**src/rtl/alm_cell.sv**
```systemverilog
// alm_cell: adaptive logic module with four 4-LUTs, 6-LUT mode, carry chain and two registers.
// Optional ALM_CONFIG_OUT_EN drives config_out from the top of the configuration chain.
module alm_cell #(
    parameter int param_XOR6_en   = 1,
    parameter int param_MajAdd_en = 0,
    parameter int param_fixed     = 1
) (
    input  logic clk,
    input  logic clear,
    input  logic clear_sync_0,
    input  logic clear_sync_1,
    input  logic clk_en_0,
    input  logic clk_en_1,
    input  logic DataA,
    input  logic DataB,
    input  logic DataC0,
    input  logic DataC1,
    input  logic DataD0,
    input  logic DataD1,
    input  logic DataE,
    input  logic DataF,
    input  logic carry_in,
    output logic carry_out,
    output logic out_0,
    output logic out_1,
    output logic out_2,
    output logic out_3,
    input  logic config_in,
    input  logic config_en,
    output logic config_out
);

    localparam int EXT = (param_XOR6_en != 0 || param_MajAdd_en != 0) ? 1 : 0;
    localparam int MAJ = (param_MajAdd_en != 0) ? 1 : 0;
    localparam int N   = 86 + EXT + MAJ;

    logic [N-1:0] cfg;
    logic [15:0]  lut0, lut1, lut2, lut3;
    logic [3:0]   idx_lo, idx_hi;
    logic         l0, l1, l2, l3;
    logic         mode6, arith;
    logic         xor6_on, majadd_on;
    logic         cin0, s0, c1, s1, co;
    logic         comb0, comb1;
    logic         d0, d1;
    logic         reg0, reg1;
    logic         unused_rsv;

    // Serial configuration chain, MSB first; not touched by clear
    always_ff @(posedge clk) begin
        if (config_en) begin
            cfg <= {cfg[N-2:0], config_in};
        end
    end

    assign lut0  = cfg[15:0];
    assign lut1  = cfg[31:16];
    assign lut2  = cfg[47:32];
    assign lut3  = cfg[63:48];
    assign mode6 = cfg[64];
    assign arith = cfg[65] & ~cfg[64];

    assign unused_rsv = ^{cfg[85:78], cfg[75:70]};

    generate
        if (param_XOR6_en != 0) begin : g_x6
            assign xor6_on = cfg[86];
        end else begin : g_nox6
            assign xor6_on = 1'b0;
            if (N > 86) begin : g_pad
                logic unused_x6;
                assign unused_x6 = cfg[(N > 86) ? 86 : 0];
            end
        end
        if (MAJ != 0) begin : g_maj
            assign majadd_on = cfg[(MAJ != 0) ? 87 : 0];
        end else begin : g_nomaj
            assign majadd_on = 1'b0;
        end
    endgenerate

    // In 6-LUT mode the upper LUTs share the lower input set
    assign idx_lo = {DataD0, DataC0, DataB, DataA};
    assign idx_hi = mode6 ? idx_lo : {DataD1, DataC1, DataB, DataA};

    assign l0 = lut0[idx_lo];
    assign l1 = lut1[idx_lo];
    assign l2 = lut2[idx_hi];
    assign l3 = lut3[idx_hi];

    assign cin0 = majadd_on ? DataE : carry_in;
    assign s0   = l0 ^ l1 ^ cin0;
    assign c1   = (l0 & l1) | (l0 & cin0) | (l1 & cin0);
    assign s1   = l2 ^ l3 ^ c1;
    assign co   = (l2 & l3) | (l2 & c1) | (l3 & c1);

    assign carry_out = arith ? co : 1'b0;

    // Result selection: normal pair, 6-LUT, adder; XOR6 overrides comb0
    always_comb begin
        comb0 = DataE ? l1 : l0;
        comb1 = DataF ? l3 : l2;
        if (mode6) begin
            unique case ({DataF, DataE})
                2'b00:   comb1 = l0;
                2'b01:   comb1 = l1;
                2'b10:   comb1 = l2;
                default: comb1 = l3;
            endcase
        end else if (arith) begin
            comb0 = s0;
            comb1 = s1;
        end
        if (xor6_on) begin
            comb0 = DataA ^ DataB ^ DataC0 ^ DataD0 ^ DataE ^ DataF;
        end
    end

    assign d0 = cfg[76] ? DataE : comb0;
    assign d1 = cfg[77] ? DataF : comb1;

    // reg0: clear, then per-register clear, then enable
    always_ff @(posedge clk) begin
        if (clear) begin
            reg0 <= 1'b0;
        end else if (clear_sync_0) begin
            reg0 <= 1'b0;
        end else if (clk_en_0) begin
            reg0 <= d0;
        end
    end

    // reg1: clear, then per-register clear, then enable
    always_ff @(posedge clk) begin
        if (clear) begin
            reg1 <= 1'b0;
        end else if (clear_sync_1) begin
            reg1 <= 1'b0;
        end else if (clk_en_1) begin
            reg1 <= d1;
        end
    end

    generate
        if (param_fixed != 0) begin : g_fixed
            logic unused_sel;
            assign unused_sel = ^cfg[69:66];
            assign out_0 = comb0;
            assign out_1 = reg0;
            assign out_2 = comb1;
            assign out_3 = reg1;
        end else begin : g_route
            assign out_0 = cfg[66] ? reg0 : comb0;
            assign out_1 = cfg[67] ? reg0 : comb0;
            assign out_2 = cfg[68] ? reg1 : comb1;
            assign out_3 = cfg[69] ? reg1 : comb1;
        end
    endgenerate

`ifdef ALM_CONFIG_OUT_EN
    assign config_out = cfg[N-1];
`else
    assign config_out = 1'b0;
`endif

endmodule

```
**config.mk**
```make
export PLATFORM = sky130hd
export DESIGN_NAME = alm_cell
export DESIGN_NICKNAME = d
export VERILOG_FILES = /design/src/rtl/alm_cell.sv
export SDC_FILE = /design/constraint.sdc
export NUM_CORES = 1
export LEC_CHECK = 0
export ABC_CLOCK_PERIOD_IN_PS = 3900
export CAP_MARGIN = 10
export CORE_MARGIN = 4
export CORE_UTILIZATION = 50
export CTS_CLUSTER_DIAMETER = 120
export DETAILED_ROUTE_END_ITERATION = 10
export HOLD_SLACK_MARGIN = 0.03
export PLACE_DENSITY = 0.79
export SYNTH_ARGS = -nofsm -noshare
export SYNTH_HDL_FRONTEND = slang
export SYNTH_SLANG_ARGS = --single-unit
```
**constraint.sdc**
```tcl
create_clock -name clk -period 3.9 [get_ports clk]
set_input_delay 0.39 -clock clk [delete_from_list [all_inputs] [get_ports clk]]
set_output_delay 0.39 -clock clk [all_outputs]
set_load 0.05 [all_outputs]
```
==> run summary <==
Register bit count reported by yosys - 89
Worst Tran Pin Value - 1030 ps
CP arrival - 3250 ps
Setup tns final - 0 ps
PortBufs - 21
Initial antenna violation count - 0
Vert. Die Dim - 92.9 µm
Layout fillers - 497
Final setup violation count - 0
DRC viols - 0
Top_reg_cell synth - edfxtp_1
Post-DR wirelength/cell - 19.5 µm
GRT overflow - 0
Peak per-stage delay on the critical path - 500 ps
Hold WS - 424 ps
Syn nets - 183
Number of H-tree branching levels - 3
LEAKAGE - 1.49 nW
Area Growth Syn to Fin - 14.8%
CTS tree - yes
Worst Slack Setup Final - 262 ps
WP data required - 3510 ps
Worst IR Drop VDD - 0.187 mV
Tot Pwr - 1.95 mW
GR Util All Layers - 14.6%
Synth Instances - 164
Starting Density - 52.2%
Maximum root-to-sink buffer count - 2
CTS Buf Count - 9
Hpwl dp - 3620 µm
Post-Syn Area - 3600 µm²
# IOs - 23
Layout cell share with drive strength beyond 1 - 19.2%
Pwr Density - 471 nW/µm²
Commonest cells in the netlist - 87 x edfxtp_1, 15 x mux4_1, 13 x mux2i_1, 4 x nand2_1, 4 x xnor2_1
TritonRoute pass-1 iters - 4
Clk sinks - 89
Die ar. - 8630 µm²
Hold Fails Final Rpt - 0
Fin nets - 217
Hold WC Path Type - flip-flop to flip-flop
Overall routed net length - 5820 µm
FMAX - 275 MHz
Distinct cells, synth - 35
First DRT Iteration DRCs - 106
Vias in the first global route - 1672
Critical path class - flip-flop to output port
Setup crit end kind - output port
Synth top area share - 72.5%
Maxcap violations - 0
CP max-delay cell - mux4_2
RD Place Congestion - 0.747
DRT antenna net count - 0
First-pass GRT wire length - 9200 µm
Clk_lat worst skew - 350 ps
Area of the multi-input gates - 821 µm²
Root Driver - clkbuf_8
Yosys warns - 0
Largest fanout on the critical path - 2
Fin crit share - 93.3%
Sequential Area - 2650 µm²
Vias/cell - 5.42
DR vias - 1621
Skew final - 10.0 ps
Async S/R FF share, synth - 0%
Status - complete, no violations
Non-Filler Instances - 299
RSZ-0062 raised after global routing - false
Worst path cell trace - mux4_2, mux2i_1, mux2i_1, fa_2, fa_1, nor2b_1, a221oi_2, o211a_1, buf_12
Average size of a mapped cell - 22.0 µm²
CP Launch Type - flip-flop
Critical path's most frequent cell - mux2i_1
FP Rows - 30
Die W - 92.9 µm
Dpl ws - -81.6 ps
Core Region - 6910 µm²
EDFF count, synth - 87
Most common cell in the netlist - edfxtp_1
CTS clk-pin slew, worst paths - 90 ps
Fin crit period - 3640 ps
Ant. Diodes - 0
Register area share after synthesis - 73.6%
Placed insts - 278
Largest area contributor in the netlist - edfxtp_1
Pin count of the biggest net entering global routing - 88
Max-slew headroom - 31.1%
Area contributors post-synth - edfxtp_1 73%, mux4_1 11%, mux2i_1 3.6%
Final number of max-transition violations - 0
[through the flow]
step | utilization, % | cell area, µm²
after detailed placement | 56.3 | 3890
after floorplan | - | 3600
final | 59.9 | 4130
after global placement | 56.3 | 3890
after global routing | 59.9 | 4130
after CTS | 59.2 | 4090
[per-layer routing]
layer	GRT usage (%)	share of wire, %
met1	19.0	43
met4	6.47	1.3
met3	4.79	5.7
met2	22.4	50
met5	0	0
[report_power, final]
part           total (mW)  internal [mW]  switching (mW)
Sequential           1.14           1.11          0.0266
Clock               0.590          0.283           0.307
Combinational       0.220          0.109           0.111
[cell families after synthesis]
| kind of cell | Yosys count | synth area share, % |
|---|---|---|
| AO/OA/AOI/OAI | 8 | 1.88 |
| XOR/XNOR | 5 | 1.22 |
| adder cells (fa/ha/maj) | 2 | 1.11 |
| buffers and inverters | 11 | 3.33 |
| flip-flops | 89 | 73.6 |
| multiplexers | 31 | 16.1 |
| other | 1 | 0.104 |
| AND/OR/NAND/NOR | 17 | 2.61 |
[cells in the final DEF, fill, tap and decap left out, types with 3 or more instances in the layout]
cell type / synthesis / routed
mux4_2: 2 / 5
mux4_1: 15 / 12
nand3b_1: 3 / 3
clkbuf_8: 1 / 12
dlymetal6s2s_1: 0 / 3
mux2i_1: 13 / 13
nand2_1: 4 / 4
buf_12: 1 / 3
buf_4: 1 / 10
inv_1: 3 / 3
clkdlybuf4s50_1: 0 / 14
edfxtp_1: 87 / 87
xnor2_1: 4 / 4
[critical path: cells and delay by family, from the launching register on]
| family | cells | cell delay, ps |
|---|---|---|
| buf+inv | 1 | 160 |
| simple gates | 1 | 50 |
| compound gates | 2 | 450 |
| fa+ha+maj | 2 | 890 |
| mux | 3 | 890 |
| flops | 1 | 450 |
[area by class of cell]
class / count / share of cell area (%)
Inverter: 3 / 0.272
Multi-Input combinational cell: 64 / 19.9
Clock buffer: 12 / 4.00
Tap cell: 96 / 2.91
Sequential cell: 89 / 64.2
Clock inverter: 4 / 0.636
Timing Repair Buffer: 31 / 8.17
[registers in the layout, indices dropped and copies added, names as in the netlist]
register  count
out_3         1
cfg          87
out_1         1
[timing repair]
| action | in CTS | in global routing |
|---|---|---|
| cloned | 0 | 1 |
| pin swaps | 1 | 1 |
| setup buffers | 2 | 2 |
| hold buffers | 0 | 0 |
| resized for setup | 3 | 4 |
| endpoints found under the setup margin | 1 | 1 |
[final timing paths]
check	start	endpoint	slack (ps)	depth (start not counted)
setup / recovery	cfg[15]$_DFFE_PP_	out_2	260	9
hold reg to reg	cfg[75]$_DFFE_PP_	cfg[76]$_DFFE_PP_	420	0
hold / removal	cfg[75]$_DFFE_PP_	cfg[76]$_DFFE_PP_	420	0
setup reg to reg	cfg[15]$_DFFE_PP_	out_3$_SDFFE_PP0P_	970	9
Note: power is estimated with default switching activity, not from simulation.
